<file path="config.mk">
export PLATFORM = sky130hd
export DESIGN_NAME = avr_bus_master_flat
export DESIGN_NICKNAME = d
export VERILOG_FILES = /design/src/rtl/avr_bus_if.sv /design/src/rtl/avr_bus_master.sv /design/src/flat_wrapper.sv
export SDC_FILE = /design/constraint.sdc
export NUM_CORES = 1
export LEC_CHECK = 0
export CAP_MARGIN = 20
export CORE_MARGIN = 2
export CORE_UTILIZATION = 44
export DETAILED_ROUTE_END_ITERATION = 16
export HOLD_SLACK_MARGIN = 0.05
export PLACE_DENSITY = 0.73
export SYNTH_ARGS = -nofsm -noshare
export SYNTH_HDL_FRONTEND = slang
export SYNTH_SLANG_ARGS = --single-unit
</file>
<file path="constraint.sdc">
create_clock -name clk -period 2.1 [get_ports clk]
set_clock_uncertainty 0.05 [all_clocks]
set_input_delay 0.315 -clock clk [delete_from_list [all_inputs] [get_ports clk]]
set_output_delay 0.315 -clock clk [all_outputs]
set_load 0.005 [all_outputs]
</file>
<file path="src/rtl/avr_bus_if.sv">
// Command/response handshake and SRAM-side bus of the AVR-to-CPLD access path.
// The master modport is the initiator (avr_bus_master). The slave modport is the host/bus side.
interface avr_bus_if #(
    parameter int ADDR_WIDTH = 21,
    parameter int DATA_WIDTH = 8
);
    logic                  cmd_valid;
    logic                  cmd_ready;
    logic                  cmd_write;
    logic [ADDR_WIDTH-1:0] cmd_addr;
    logic [DATA_WIDTH-1:0] cmd_wdata;
    logic                  rsp_valid;
    logic [DATA_WIDTH-1:0] rsp_rdata;
    logic                  sreg_si;
    logic                  sreg_clk;
    logic                  sreg_en;
    logic                  bus_ce_n;
    logic                  bus_we_n;
    logic                  bus_oe_n;
    logic [DATA_WIDTH-1:0] bus_data_out;
    logic                  bus_data_oe;
    logic [DATA_WIDTH-1:0] bus_data_in;

    modport master (
        input  cmd_valid, cmd_write, cmd_addr, cmd_wdata, bus_data_in,
        output cmd_ready, rsp_valid, rsp_rdata, sreg_si, sreg_clk, sreg_en,
               bus_ce_n, bus_we_n, bus_oe_n, bus_data_out, bus_data_oe
    );

    modport slave (
        output cmd_valid, cmd_write, cmd_addr, cmd_wdata, bus_data_in,
        input  cmd_ready, rsp_valid, rsp_rdata, sreg_si, sreg_clk, sreg_en,
               bus_ce_n, bus_we_n, bus_oe_n, bus_data_out, bus_data_oe
    );
endinterface

</file>
<file path="src/rtl/avr_bus_master.sv">
// Shifts a command address MSB-first into the CPLD address register.
// Then performs one strobed SRAM read or write and pulses rsp_valid when it completes.
module avr_bus_master #(
    parameter int ADDR_WIDTH    = 21,
    parameter int DATA_WIDTH    = 8,
    parameter int CLK_DIV       = 2,
    parameter int STROBE_CYCLES = 2
) (
    input  logic       clk,
    input  logic       reset_n,
    avr_bus_if.master  bus
);
    localparam int TMAX = (CLK_DIV > STROBE_CYCLES) ? CLK_DIV : STROBE_CYCLES;
    localparam int TW   = $clog2(TMAX + 1);
    localparam int BW   = (ADDR_WIDTH > 1) ? $clog2(ADDR_WIDTH) : 1;
    localparam logic [TW-1:0] T_DIV  = TW'(CLK_DIV - 1);
    localparam logic [TW-1:0] T_STB  = TW'(STROBE_CYCLES - 1);
    localparam logic [BW-1:0] B_LAST = BW'(ADDR_WIDTH - 1);

    typedef enum logic [2:0] {
        ST_IDLE, ST_SHIFT_LO, ST_SHIFT_HI, ST_SETUP, ST_STROBE, ST_HOLD
    } state_t;

    state_t                r_state,     w_state_next;
    logic [TW-1:0]         r_timer,     w_timer_next;
    logic [BW-1:0]         r_bitcnt,    w_bitcnt_next;
    logic [ADDR_WIDTH-1:0] r_shift,     w_shift_next;
    logic                  r_write,     w_write_next;
    logic [DATA_WIDTH-1:0] r_wdata,     w_wdata_next;
    logic [DATA_WIDTH-1:0] r_rdata,     w_rdata_next;
    logic                  r_rsp_valid, w_rsp_valid_next;
    logic                  r_si,        w_si_next;
    logic                  r_sclk,      w_sclk_next;
    logic                  r_en,        w_en_next;
    logic                  r_ce_n,      w_ce_n_next;
    logic                  r_we_n,      w_we_n_next;
    logic                  r_oe_n,      w_oe_n_next;
    logic                  r_doe,       w_doe_next;
    logic [DATA_WIDTH-1:0] r_dout,      w_dout_next;

    always_ff @(posedge clk) begin
        if (!reset_n) begin
            r_state     <= ST_IDLE;
            r_timer     <= '0;
            r_bitcnt    <= '0;
            r_shift     <= '0;
            r_write     <= 1'b0;
            r_wdata     <= '0;
            r_rdata     <= '0;
            r_rsp_valid <= 1'b0;
            r_si        <= 1'b0;
            r_sclk      <= 1'b0;
            r_en        <= 1'b0;
            r_ce_n      <= 1'b1;
            r_we_n      <= 1'b1;
            r_oe_n      <= 1'b1;
            r_doe       <= 1'b0;
            r_dout      <= '0;
        end else begin
            r_state     <= w_state_next;
            r_timer     <= w_timer_next;
            r_bitcnt    <= w_bitcnt_next;
            r_shift     <= w_shift_next;
            r_write     <= w_write_next;
            r_wdata     <= w_wdata_next;
            r_rdata     <= w_rdata_next;
            r_rsp_valid <= w_rsp_valid_next;
            r_si        <= w_si_next;
            r_sclk      <= w_sclk_next;
            r_en        <= w_en_next;
            r_ce_n      <= w_ce_n_next;
            r_we_n      <= w_we_n_next;
            r_oe_n      <= w_oe_n_next;
            r_doe       <= w_doe_next;
            r_dout      <= w_dout_next;
        end
    end

    always_comb begin
        w_state_next     = r_state;
        w_timer_next     = r_timer;
        w_bitcnt_next    = r_bitcnt;
        w_shift_next     = r_shift;
        w_write_next     = r_write;
        w_wdata_next     = r_wdata;
        w_rdata_next     = r_rdata;
        w_rsp_valid_next = 1'b0;

        unique case (r_state)
            ST_IDLE: begin
                if (bus.cmd_valid) begin
                    w_write_next  = bus.cmd_write;
                    w_wdata_next  = bus.cmd_wdata;
                    w_shift_next  = bus.cmd_addr;
                    w_bitcnt_next = B_LAST;
                    w_timer_next  = T_DIV;
                    w_state_next  = ST_SHIFT_LO;
                end
            end
            ST_SHIFT_LO: begin
                if (r_timer == '0) begin
                    w_timer_next = T_DIV;
                    w_state_next = ST_SHIFT_HI;
                end else begin
                    w_timer_next = r_timer - TW'(1);
                end
            end
            ST_SHIFT_HI: begin
                if (r_timer != '0) begin
                    w_timer_next = r_timer - TW'(1);
                end else if (r_bitcnt == '0) begin
                    w_state_next = ST_SETUP;
                end else begin
                    w_shift_next  = {r_shift[ADDR_WIDTH-2:0], 1'b0};
                    w_bitcnt_next = r_bitcnt - BW'(1);
                    w_timer_next  = T_DIV;
                    w_state_next  = ST_SHIFT_LO;
                end
            end
            ST_SETUP: begin
                w_timer_next = T_STB;
                w_state_next = ST_STROBE;
            end
            ST_STROBE: begin
                if (r_timer == '0) begin
                    // The read data is captured on the same edge that releases oe_n.
                    if (!r_write) begin
                        w_rdata_next = bus.bus_data_in;
                    end
                    w_state_next = ST_HOLD;
                end else begin
                    w_timer_next = r_timer - TW'(1);
                end
            end
            ST_HOLD: begin
                w_rsp_valid_next = 1'b1;
                w_state_next     = ST_IDLE;
            end
            default: w_state_next = ST_IDLE;
        endcase

        // Registered outputs are decoded from the state being entered, so they line up with it.
        w_si_next   = 1'b0;
        w_sclk_next = 1'b0;
        w_en_next   = 1'b0;
        w_ce_n_next = 1'b1;
        w_we_n_next = 1'b1;
        w_oe_n_next = 1'b1;
        w_doe_next  = 1'b0;
        w_dout_next = r_dout;
        unique case (w_state_next)
            ST_SHIFT_LO: begin
                w_en_next = 1'b1;
                w_si_next = w_shift_next[ADDR_WIDTH-1];
            end
            ST_SHIFT_HI: begin
                w_en_next   = 1'b1;
                w_sclk_next = 1'b1;
                w_si_next   = w_shift_next[ADDR_WIDTH-1];
            end
            ST_SETUP: begin
                w_ce_n_next = 1'b0;
                if (w_write_next) begin
                    w_doe_next  = 1'b1;
                    w_dout_next = w_wdata_next;
                end
            end
            ST_STROBE: begin
                w_ce_n_next = 1'b0;
                if (w_write_next) begin
                    w_we_n_next = 1'b0;
                    w_doe_next  = 1'b1;
                end else begin
                    w_oe_n_next = 1'b0;
                end
            end
            ST_HOLD: begin
                w_ce_n_next = 1'b0;
                w_doe_next  = w_write_next;
            end
            default: ;
        endcase
    end

    assign bus.cmd_ready    = (r_state == ST_IDLE);
    assign bus.rsp_valid    = r_rsp_valid;
    assign bus.rsp_rdata    = r_rdata;
    assign bus.sreg_si      = r_si;
    assign bus.sreg_clk     = r_sclk;
    assign bus.sreg_en      = r_en;
    assign bus.bus_ce_n     = r_ce_n;
    assign bus.bus_we_n     = r_we_n;
    assign bus.bus_oe_n     = r_oe_n;
    assign bus.bus_data_oe  = r_doe;
    assign bus.bus_data_out = r_dout;
endmodule

</file>
<file path="src/flat_wrapper.sv">
// flat-port wrapper written by rule: the top's interface ports become plain ports
module avr_bus_master_flat 
#(
    parameter int ADDR_WIDTH    = 21,
    parameter int DATA_WIDTH    = 8,
    parameter int CLK_DIV       = 2,
    parameter int STROBE_CYCLES = 2
)
  (clk, reset_n, bus_cmd_valid, bus_cmd_write, bus_cmd_addr, bus_cmd_wdata, bus_bus_data_in, bus_cmd_ready, bus_rsp_valid, bus_rsp_rdata, bus_sreg_si, bus_sreg_clk, bus_sreg_en, bus_bus_ce_n, bus_bus_we_n, bus_bus_oe_n, bus_bus_data_out, bus_bus_data_oe);
  avr_bus_if #(.ADDR_WIDTH(ADDR_WIDTH), .DATA_WIDTH(DATA_WIDTH)) bus_i ();
  input  logic clk;
  input  logic reset_n;
  input wire logic [$bits(bus_i.cmd_valid)-1:0] bus_cmd_valid;
  input wire logic [$bits(bus_i.cmd_write)-1:0] bus_cmd_write;
  input wire logic [$bits(bus_i.cmd_addr)-1:0] bus_cmd_addr;
  input wire logic [$bits(bus_i.cmd_wdata)-1:0] bus_cmd_wdata;
  input wire logic [$bits(bus_i.bus_data_in)-1:0] bus_bus_data_in;
  output wire logic [$bits(bus_i.cmd_ready)-1:0] bus_cmd_ready;
  output wire logic [$bits(bus_i.rsp_valid)-1:0] bus_rsp_valid;
  output wire logic [$bits(bus_i.rsp_rdata)-1:0] bus_rsp_rdata;
  output wire logic [$bits(bus_i.sreg_si)-1:0] bus_sreg_si;
  output wire logic [$bits(bus_i.sreg_clk)-1:0] bus_sreg_clk;
  output wire logic [$bits(bus_i.sreg_en)-1:0] bus_sreg_en;
  output wire logic [$bits(bus_i.bus_ce_n)-1:0] bus_bus_ce_n;
  output wire logic [$bits(bus_i.bus_we_n)-1:0] bus_bus_we_n;
  output wire logic [$bits(bus_i.bus_oe_n)-1:0] bus_bus_oe_n;
  output wire logic [$bits(bus_i.bus_data_out)-1:0] bus_bus_data_out;
  output wire logic [$bits(bus_i.bus_data_oe)-1:0] bus_bus_data_oe;
  assign bus_i.cmd_valid = bus_cmd_valid;
  assign bus_i.cmd_write = bus_cmd_write;
  assign bus_i.cmd_addr = bus_cmd_addr;
  assign bus_i.cmd_wdata = bus_cmd_wdata;
  assign bus_i.bus_data_in = bus_bus_data_in;
  assign bus_cmd_ready = bus_i.cmd_ready;
  assign bus_rsp_valid = bus_i.rsp_valid;
  assign bus_rsp_rdata = bus_i.rsp_rdata;
  assign bus_sreg_si = bus_i.sreg_si;
  assign bus_sreg_clk = bus_i.sreg_clk;
  assign bus_sreg_en = bus_i.sreg_en;
  assign bus_bus_ce_n = bus_i.bus_ce_n;
  assign bus_bus_we_n = bus_i.bus_we_n;
  assign bus_bus_oe_n = bus_i.bus_oe_n;
  assign bus_bus_data_out = bus_i.bus_data_out;
  assign bus_bus_data_oe = bus_i.bus_data_oe;
  avr_bus_master #(.ADDR_WIDTH(ADDR_WIDTH), .DATA_WIDTH(DATA_WIDTH), .CLK_DIV(CLK_DIV), .STROBE_CYCLES(STROBE_CYCLES)) u_core (.clk(clk), .reset_n(reset_n), .bus(bus_i));
endmodule
</file>
## Word level (Yosys, flattened, before mapping)

Cells that the tools add are included.

| word-level totals | value |
|---|---|
| register bits | 64 |
| output and inout bits | 25 |
| word-level logic and storage cells | 81 |

| operators by class | value |
|---|---|
| $add $sub $neg | 2 |
| equal/unequal tests | 15 |
| mux-type cells | 31 |
| bitwise operators | 1 |
| reductions and logical operators | 15 |

Operator list:

| cell | number |
|---|---|
| $mux 21 | 3 |
| $pmux 21 s2 | 1 |
| $mux 8 | 2 |
| $mux 5 | 3 |
| $pmux 3 s5 | 1 |
| $eq 3x2->1 const B | 4 |
| $eq 3x3->1 const B | 4 |
| $mux 2 | 6 |
| $mux 3 | 4 |
| $pmux 2 s5 | 1 |
| $pmux 5 s2 | 1 |
| $mux 1 | 8 |
| $ne 2x2->1 const B | 4 |
| $reduce_and 4->1 | 2 |
| $eq 3x1->1 const B | 2 |
| $reduce_and 2->1 | 3 |
| $logic_not 5->1 | 1 |
| $reduce_bool 5->1 | 1 |
| $sub 5x1->5 const B | 1 |
| $reduce_bool 2->1 | 2 |
| $reduce_or 2->1 | 2 |
| $logic_not 3->1 | 1 |
| $ne 3x2->1 const B | 1 |
| $reduce_and 3->1 | 1 |
| other kinds (5) | 5 |

## Depth between registers and ports, before layout

Gate-level depths: netlist of the first run.

| depth | value |
|---|---|
| depth after elaboration | 7 |
| mapped depth | 8 |

## Worst setup path after synthesis of the first run

Ideal clock, no wire load.

| timing | value |
|---|---|
| kind | reg-to-reg |
| from | register u_core.r_bitcnt[0] |
| to | register u_core.r_bitcnt[1] |
| library setup time | 115 ps |
| data arrival time | 1883 ps |
| required time | 1935 ps |
| path slack | 53 ps |
| stages on the path, launching flop included | 9 |
| path buffers | 2 |
| period minus slack after synthesis | 2047 ps |
| path through | dfxtp_1 > inv_1 > ha_1 > or4b_1 > clkbuf_1 > o22ai_1 > buf_2 > nor3_1 > o21a_1 |

| between the ends | value |
|---|---|
| cells in the longest elaborated chain, start to end | 4 |
| elaborated cells between the ends (all ways) | 7 |
| classes of those cells | add/sub (1); eq/ne (1); mux (3); reduce/logical (2) |

Ends and longest elaborated chain:

| item | RTL line | source |
|---|---|---|
| start, declared | avr_bus_master.sv:26 | `logic [BW-1:0] r_bitcnt, w_bitcnt_next;` |
| start signal, assigned | avr_bus_master.sv:62 | `r_bitcnt <= w_bitcnt_next;` |
| $sub 5x1->5 | avr_bus_master.sv:115 | `w_bitcnt_next = r_bitcnt - BW'(1);` |
| $mux 5 | avr_bus_master.sv:111 | `end else if (r_bitcnt == '0) begin` |
| $mux 5 | avr_bus_master.sv:109 | `if (r_timer != '0) begin` |
| $pmux 5 s2 | avr_bus_master.sv:89 | `unique case (r_state)` |

Several ways; a longest one is shown, not always the timed one. The select of a mux whose other input is x is not followed.
A chain may end at the register's enable or synchronous reset.

## Worst setup path after layout of the first run

| timing | value |
|---|---|
| from | register u_core.r_state[0] |
| to | output bus_cmd_ready |

| between the ends | value |
|---|---|
| cells in the longest elaborated chain, start to end | 1 |

Ends and longest elaborated chain:

| item | RTL line | source |
|---|---|---|
| start, declared | avr_bus_master.sv:24 | `state_t r_state, w_state_next;` |
| start signal, assigned | avr_bus_master.sv:60 | `r_state <= w_state_next;` |
| $logic_not 3->1 | avr_bus_master.sv:185 | `assign bus.cmd_ready = (r_state == ST_IDLE);` |
| end, declared | flat_wrapper.sv:18 | `output wire logic [$bits(bus_i.cmd_ready)-1:0] bus_cmd_ready;` |

Every way passes these cells.

==> run metrics, run 1 <==
outcome=complete, no violations; Initial Util=0.448; initial antenna violation count=0; Net Count, Synth=313; Synth Area in XOR/XNOR=0.0101; final hold violations=0; first-pass GRT wire length=approximately 9000 um; Yosys cell types=46; required time of the worst setup path=around 1700 ps; async set or reset register ratio after synthesis=0; Commonest cells post-synth=dfxtp_1 (64), nor2_1 (42), nand2_1 (21), a222oi_1 (20), mux2i_1 (17); Worst-path clk slew=~70 ps; I/O pins=between 60 and 70; max frequency=about 490 MHz; row cnt=28; total grt overflow=0; number of DRC markers in iteration 0=141; Max-slew headroom=0.652; WP depth=3; DR vias=approximately 2300; share of layout cells above drive strength 1=0.161; FF-to-FF path depth=7; global placer's final weighted congestion=between 0.8 and 0.9; setup violators final=0; Final nets=around 390; Pre-Repair DR Iteration Count=5; total negative setup slack=0 ps; port bufs=65; dpl cells=407; fin cells=about 420; TritonCTS buffer count=9; ant diodes=0; Worst-Margin Slew=521 ps; Synth Area in Adders=0.0192; Slew Viols, Final=0; Post-synth EDFFs=0; synthesis-stage register bit count=64; clk sinks=64; Synth top area share=0.491; hpwl dp=about 4000 um; Mean Syn Cell Area=roughly 9.7 um^2; CTS tree=yes; dpl ws=-132 ps; fin crit period=between 2000 and 2500 ps; filler instances=525; register area share after synthesis=0.491; synthesized cell area=approximately 2600 um^2; remaining antenna violation count=0; worst stage delay on the critical path=540 ps; Layout Area Growth over Synthesis=40.1%; Core Area=around 5800 um^2; post-placement cell area=about 3400 um^2; CTS root buffer=clkbuf_8; Setup WS post-layout=~71 ps; routed vias/inst=roughly 5.4; VDD IR max=0.000435 V; CTS-repair resized insts=0; Post-CTS Hold Buffers=0; critical path launch point type=flop; max_cap viols=0; GR Util All Layers=0.184; crit path capture type=output pin; FF+latch area=1280 um^2; Static Leak=about 1.4 nW; Simple-Gate Fraction of Synth Area=0.180; multi-input logic area=1210 um^2; Pwr Total=3.17 mW; largest cells by area after synthesis=dfxtp_1 (49%), a222oi_1 (7.7%), mux2i_1 (6.5%); crit-path max FO=10; WS Path Type=reg2out; Worst Hold Depth=2; Synth Area in Compound Gates=0.147; Crit path arrival time=about 1700 ps; Yosys warning total=0; DIE WIDTH=81.0 um; ys flop type=dfxtp_1; Clock Path Buffers=2; largest net degree at the start of global routing=33; Final Cell Area=between 3000 and 4000 um^2; drt total wl=between 5000 and 6000 um; mux contribution to synthesized area=0.0998; die area=between 6000 and 7000 um^2; CP max stage cell=clkdlybuf4s50_1; RSZ-0062 raised after global routing=no; Final period util=0.966; most numerous cell in the Yosys netlist=dfxtp_1; Worst-Skew Late Latency=340 ps; crit path cell chain=buf_4 -> nor3_2 -> clkdlybuf4s50_1; DR WL/cell=13.6 um; WHS=around 410 ps; Residual DRC=0; Worst Hold Class=reg2reg; post-CTS setup buffer count=0; PD cells=approximately 870 nW/um^2; Post-Route Utilization=0.628; H-tree levels=3; vias in the first global route=between 2000 and 2500; cell family with most CP delay=buffers and inverters; Synth area leader=dfxtp_1; CP bufs+invs=2; largest family of logic cells by synthesized area=simple AND/OR/NAND/NOR gates; die span in y=roughly 81 um; post-synthesis cell count=268
[state kept, by name, summed over array words and instances, names as in the netlist]
| name | cells |
|---|---|
| u_core.r_shift | 21 |
| u_core.bus.bus_data_out | 8 |
| u_core.bus.rsp_rdata | 8 |
| u_core.r_wdata | 8 |
| u_core.r_bitcnt | 5 |
| u_core.r_state | 3 |
| u_core.r_timer | 2 |
| u_core.bus.bus_ce_n | 1 |
| u_core.bus.bus_data_oe | 1 |
| u_core.bus.bus_oe_n | 1 |
| u_core.bus.bus_we_n | 1 |
| u_core.bus.rsp_valid | 1 |
| u_core.bus.sreg_clk | 1 |
| u_core.bus.sreg_en | 1 |
| u_core.bus.sreg_si | 1 |
| u_core.r_write | 1 |
[routing by layer]
layer,wire length [um],part of all wire,global-route usage
met1,2650,0.46,0.235
met2,2720,0.47,0.289
met3,236,0.041,0.0333
met4,156,0.027,0.112
met5,0,0,0
[power by group]
| group | leakage (nW) | internal (mW) | switching [mW] |
|---|---|---|---|
| logic | 0.815 | 0.417 | 0.363 |
| clock network | 0.0948 | 0.536 | 0.461 |
| registers | 0.523 | 1.32 | 0.0722 |
[final cells by class]
cell class / instances / share of cell area
Clock buffer: 9 / 0.0339
Clock inverter: 6 / 0.0168
Inverter: 16 / 0.0164
Multi-Input combinational cell: 169 / 0.332
Sequential cell: 64 / 0.351
Tap cell: 75 / 0.0257
Timing Repair Buffer: 84 / 0.224
[layout by cell type (no fill, tap or decap), types with 2 or more instances in the layout]
master	synthesis	routed
clkdlybuf4s50_1	0	65
dfxtp_1	64	63
nor2_1	42	42
nand2_1	21	21
a222oi_1	20	20
mux2i_1	17	17
inv_1	15	15
buf_4	0	15
a21oi_1	9	9
clkbuf_8	0	9
mux2_2	8	8
ha_1	4	4
nor3_1	4	3
a311oi_1	3	3
clkinv_2	0	3
or3b_2	2	2
nor3_4	2	2
xnor2_1	2	2
and3_1	2	2
and2_1	2	2
nand2b_1	2	2
or2_2	2	2
a21o_1	2	2
buf_12	0	2
[worst paths after layout]
kind / slack (ps) / start / end
min: 410 / u_core.bus.bus_data_out[2] / u_core.bus.bus_data_out[2]
min reg2reg: 410 / u_core.bus.bus_data_out[2] / u_core.bus.bus_data_out[2]
max: 70 / u_core.r_state[0] / bus_cmd_ready
max reg2reg: 130 / u_core.r_bitcnt[0] / u_core.r_timer[1]
[logic make-up (layout without fill, tap and decap cells)]
kind of cell,Yosys count,in the layout
and+or+nand+nor,91,91
DFF,64,64
AOI/OAI and AO/OA,46,46
buffers and inverters,35,115
muxes,25,25
adders and majority gates,4,4
xor gates and xnor gates,3,3
[worst min-delay path: cells and delay by family, from the launching register on]
family	cells	cell delay [ps]
DFF	1	320
muxes	1	50
and+or+nand+nor	1	50
Power figures use the tool's default switching activity.
==> inputs of run 2 (changes only) <==
--- a/config.mk
+++ b/config.mk
@@ -5,12 +5,12 @@
 export SDC_FILE = /design/constraint.sdc
 export NUM_CORES = 1
 export LEC_CHECK = 0
-export CAP_MARGIN = 20
+export CAP_MARGIN = 5
 export CORE_MARGIN = 2
-export CORE_UTILIZATION = 44
+export CORE_UTILIZATION = 35
 export DETAILED_ROUTE_END_ITERATION = 16
 export HOLD_SLACK_MARGIN = 0.05
-export PLACE_DENSITY = 0.73
+export PLACE_DENSITY = 0.6
 export SYNTH_ARGS = -nofsm -noshare
 export SYNTH_HDL_FRONTEND = slang
 export SYNTH_SLANG_ARGS = --single-unit
==> run 2 against run 1 <==
Compared with the run above:
- first-iteration DRC count increased by 45%
- via count decreased by 3.5%
- final area increased by 2.0%
- register-to-register slack got worse by 30 ps
- utilization decreased by 11 points
- combinational power about the same
- sequential power about the same
==> run metrics, run 2 (synthesis gave the netlist of run 1 again) <==
Final period util=0.956 (-0.00972); fin crit period=2010 ps (-20.4 ps); Static Leak=1.44 nW (+0.40%); Residual DRC=0 (unchanged); H-tree levels=3 (unchanged); Post-CTS Hold Buffers=0 (unchanged); RSZ-0062 raised after global routing=yes; WHS=412 ps (-2.61 ps); total grt overflow=0 (unchanged); vias in the first global route=2034 (-1.9%); final hold violations=0 (unchanged); commonest cells after routing, fill and taps aside=clkdlybuf4s50_1 (65), dfxtp_1 (63), nor2_1 (42); VDD IR max=0.000351 V (-19%); die area=8160 um^2 (+24%); clk sinks=64 (unchanged); CTS tree=yes; Worst Hold Class=reg2reg; dpl cells=430 (+5.7%); most common cell after layout, fill and taps aside=clkdlybuf4s50_1; port bufs=65 (unchanged); Layout Area Growth over Synthesis=42.9%; Slew Viols, Final=0 (unchanged); Pwr Total=3.25 mW (+2.4%); filler instances=666 (+27%); Biggest register=u_core.r_shift; outcome=complete, no violations; number of DRC markers in iteration 0=204 (+45%); TritonCTS buffer count=9 (unchanged); Worst-path clk slew=70 ps (about the same); share of layout cells above drive strength 1=0.161 (unchanged); setup violators final=0 (unchanged); routed vias/inst=4.89 (-8.7%); required time of the worst setup path=1740 ps (about the same); CTS root buffer=clkbuf_8; fin cells=447 (+5.7%); global placer's final weighted congestion=0.786 (-2.6%); Initial Util=0.361 (-0.0869); DR vias=2185 (-3.5%); Worst Hold Depth=2 (unchanged); I/O pins=66 (unchanged); total negative setup slack=0 ps (unchanged); Pre-Repair DR Iteration Count=5 (unchanged); Core Area=7210 um^2 (+24%); Final nets=388 (-0.26%); Clock Path Buffers=2 (unchanged); Final Cell Area=3730 um^2 (+2.0%); hpwl dp=4020 um (+1.7%); max frequency=498 MHz (+1.0%); largest net degree at the start of global routing=33 (unchanged); FF-to-FF path depth=7 (unchanged); DIE WIDTH=90.3 um (+12%); drt total wl=5740 um (-0.35%); R2R Setup Slk=100 ps (-30 ps); crit-path max FO=9 (-1); initial antenna violation count=0 (unchanged); GR Util All Layers=0.143 (-0.0405); die span in y=90.3 um (+12%); crit path capture type=output pin; Worst-Margin Slew=506 ps (-14.6 ps); PD cells=872 nW/um^2 (+0.33%); Worst-Skew Late Latency=340 ps (about the same); remaining antenna violation count=0 (unchanged); Largest register FFs=21 (unchanged); WS Path Type=reg2out; Crit path arrival time=1640 ps (-20 ps); max_cap viols=0 (unchanged); row cnt=31 (+11%); Max-slew headroom=0.662 (+0.0104); critical path launch point type=flop; ant diodes=0 (unchanged); DR WL/cell=12.8 um (-5.7%); first-pass GRT wire length=9430 um (+2.6%); post-placement cell area=3470 um^2 (+1.0%)
## run 2: changes by cell type in the layout (fill, tap and decap cells not counted)
cell	previous run	this run
clkinv_2	3	1
clkinv_4	1	0
clkinvlp_4	1	3
buf_4	15	14
nor4bb_4	0	1
nor4bb_2	1	0
clkbuf_8	9	10
buf_2	1	0
inv_6	0	1
buf_6	1	0
buf_12	2	4
## run 2: power by group
part / leakage [nW] / switching, mW / internal (mW)
clock: 0.0949 / 0.487 / 0.582
sequential: 0.523 / 0.0752 / 1.33
combinational: 0.820 / 0.356 / 0.424
## run 2: worst max-delay path, cell delays in order (launching register included)
cell,delay [ps]
dfxtp_2,380
buf_4,180
nor3_2,210
clkdlybuf4s50_1,540
## run 2: final cells by class
class | count | area, um^2 | share of cell area
repair buffers | 83 | 836 | 0.224
inverters | 16 | 60.1 | 0.0161
multi-input cells | 169 | 1220 | 0.327
clock inverters | 6 | 66.3 | 0.0178
clock buffers | 10 | 138 | 0.0369
flip-flops and latches | 64 | 1280 | 0.344
well taps | 99 | 124 | 0.0332
## run 2: worst paths after layout
kind,start,endpoint
worst max-delay path,u_core.r_state[0],bus_cmd_ready
worst min-delay path,u_core.bus.bus_data_out[5],u_core.bus.bus_data_out[5]
worst max register to register,u_core.r_bitcnt[0],u_core.r_timer[1]
worst min register to register,u_core.bus.bus_data_out[5],u_core.bus.bus_data_out[5]
## run 2: timing repair
item                       CTS  global route
cloned                       0             0
setup endpoints to repair    1            21
buffers inserted             0             1
gates resized for setup      1             5
pin swaps                    0             1
## run 2: through the flow
stage / setup WS [ps] / util
finish: 91.6 / 0.516
global placement: -70.8 / 0.481
detailed placement: -114 / 0.481
floorplan: 52.6 / -
CTS: 30.0 / 0.510
global route: -10.6 / 0.516
## run 2: metal layers
layer  vias to the layer above  global-route usage  wire [um]
li1                       1119                   -          -
met1                      1008               0.187       2770
met2                        53               0.219       2620
met3                         5              0.0501        292
met4                         0              0.0538         65
met5                         -                   0          0
==> inputs of run 3 (changes only) <==
--- a/config.mk
+++ b/config.mk
@@ -6,7 +6,7 @@
 export NUM_CORES = 1
 export LEC_CHECK = 0
 export CAP_MARGIN = 5
-export CORE_MARGIN = 2
+export CORE_MARGIN = 4
 export CORE_UTILIZATION = 35
 export DETAILED_ROUTE_END_ITERATION = 16
 export HOLD_SLACK_MARGIN = 0.05
==> run 3 against run 2 <==
Compared with the run above:
- worst setup slack better by 33 ps
- cell count down 0.22%
- fmax increased by 1.7%
- utilization fell by 0.57 points
- register-to-register slack improved by 40 ps
- die area grew 9.1%
- sequential share of layout area is 0.23 points higher
- sequential power barely moved
- power increased by 3.9%
- sequential cell count is the same
- critical path depth is the same
- first-iteration DRC count down 17%
- critical path type unchanged
- largest cell class unchanged
==> run metrics, run 3 (synthesis gave the netlist of run 1 again) <==
Worst Hold Class=reg2reg; fin cells=446 (-0.22%); Static Leak=1.45 nW (+0.77%); commonest cells after routing, fill and taps aside=clkdlybuf4s50_1 (65), dfxtp_1 (62), nor2_1 (42); initial antenna violation count=0 (unchanged); setup violators final=0 (unchanged); vias in the first global route=2056 (+1.1%); DR vias=2232 (+2.2%); GR Util All Layers=0.139 (-0.00482); Biggest register=u_core.r_shift; DIE WIDTH=94.3 um (+4.4%); PD cells=911 nW/um^2 (+4.5%); Residual DRC=0 (unchanged); post-CTS setup buffer count=0 (unchanged); Core Area=7250 um^2 (+0.54%); share of layout cells above drive strength 1=0.153 (-0.00818); most common cell after layout, fill and taps aside=clkdlybuf4s50_1; CTS tree=yes; first-pass GRT wire length=9700 um (+2.9%); outcome=complete, no violations; FF-to-FF path depth=6 (-1); die area=8900 um^2 (+9.1%); WHS=417 ps (+4.87 ps); FF+latch area=1280 um^2 (about the same); routed vias/inst=5.00 (+2.4%); WS Path Type=reg2out; required time of the worst setup path=1740 ps (about the same); die span in y=94.3 um (+4.4%); Largest register FFs=21 (unchanged); Pwr Total=3.38 mW (+3.9%); clk sinks=64 (unchanged); total grt overflow=0 (unchanged); fin crit period=1970 ps (-33.4 ps); max frequency=506 MHz (+1.7%); port bufs=65 (unchanged); H-tree levels=3 (unchanged); crit path capture type=output pin; drt total wl=5960 um (+3.8%); critical path launch point type=flop; hpwl dp=4130 um (+2.7%); largest net degree at the start of global routing=36 (+9.1%); number of DRC markers in iteration 0=169 (-17%); Worst Hold Depth=2 (unchanged); Worst-Margin Slew=393 ps (-113 ps); max_cap viols=0 (unchanged); CTS root buffer=clkbuf_8; dpl cells=430 (unchanged); Initial Util=0.359 (-0.00193); Max-slew headroom=0.734 (+0.0718); remaining antenna violation count=0 (unchanged); VDD IR max=0.000323 V (-8.1%); filler instances=709 (+6.5%); Clock Path Buffers=2 (unchanged); I/O pins=66 (unchanged); Pre-Repair DR Iteration Count=7 (+2); TritonCTS buffer count=9 (unchanged); Final nets=387 (-0.26%); global placer's final weighted congestion=0.804 (+2.3%); Worst-path clk slew=70 ps (about the same); Worst-Skew Late Latency=330 ps (about the same); ant diodes=0 (unchanged); RSZ-0062 raised after global routing=no; total negative setup slack=0 ps (unchanged); Slew Viols, Final=0 (unchanged); Final period util=0.940 (-0.0159); Crit path arrival time=1610 ps (-30 ps); DR WL/cell=13.4 um (+4.1%); row cnt=31 (unchanged); Layout Area Growth over Synthesis=42.1%; final hold violations=0 (unchanged); multi-input logic area=1190 um^2 (-2.1%); crit-path max FO=9 (unchanged)
[run 3: final cells by class]
type | count | share of cell area
Tap cell | 99 | 0.0334
Sequential cell | 64 | 0.347
Clock inverter | 4 | 0.0199
Inverter | 16 | 0.0162
Clock buffer | 12 | 0.0446
Multi-Input combinational cell | 169 | 0.323
Timing Repair Buffer | 82 | 0.217
[run 3: final timing paths]
kind | from | slack [ps] | endpoint
hold / removal | u_core.bus.bus_data_out[7] | 420 | u_core.bus.bus_data_out[7]
setup reg to reg | u_core.r_bitcnt[0] | 140 | u_core.r_timer[1]
hold reg to reg | u_core.bus.bus_data_out[7] | 420 | u_core.bus.bus_data_out[7]
setup / recovery | u_core.r_state[2] | 130 | bus_cmd_ready
[run 3: timing repair]
item | 4_1_cts | 5_1_grt
pin swaps | 0 | 0
hold buffers | 0 | 0
setup endpoints to repair | 1 | 2
gates resized for setup | 1 | 2
[run 3: critical path: stages (launching register included)]
cell and delay, ps:
dfxtp_2 370, buf_4 170, nor3_2 210, clkdlybuf4s50_1 540
[run 3: routing by layer]
metal | track usage | wire length (um) | vias to the layer above
met3 | 0.0313 | 314 | 9
li1 | - | - | 1113
met4 | 0.0686 | 106 | 0
met2 | 0.219 | 2780 | 58
met1 | 0.178 | 2760 | 1052
met5 | 0 | 0 | -
[run 3: metrics by stage]
step	utilization	worst slack, ps	area [um^2]
global route	0.511	1.94	3700
detailed placement	0.477	-26.7	3460
CTS	0.510	24.1	3700
global placement	0.477	14.2	3460
finish	0.511	125	3700
floorplan	-	52.6	2610
[run 3: power by group]
group	switching [mW]	leakage [nW]	internal (mW)	total [mW]
Combinational	0.344	0.803	0.390	0.733
Sequential	0.0800	0.523	1.33	1.41
Clock	0.469	0.123	0.768	1.24
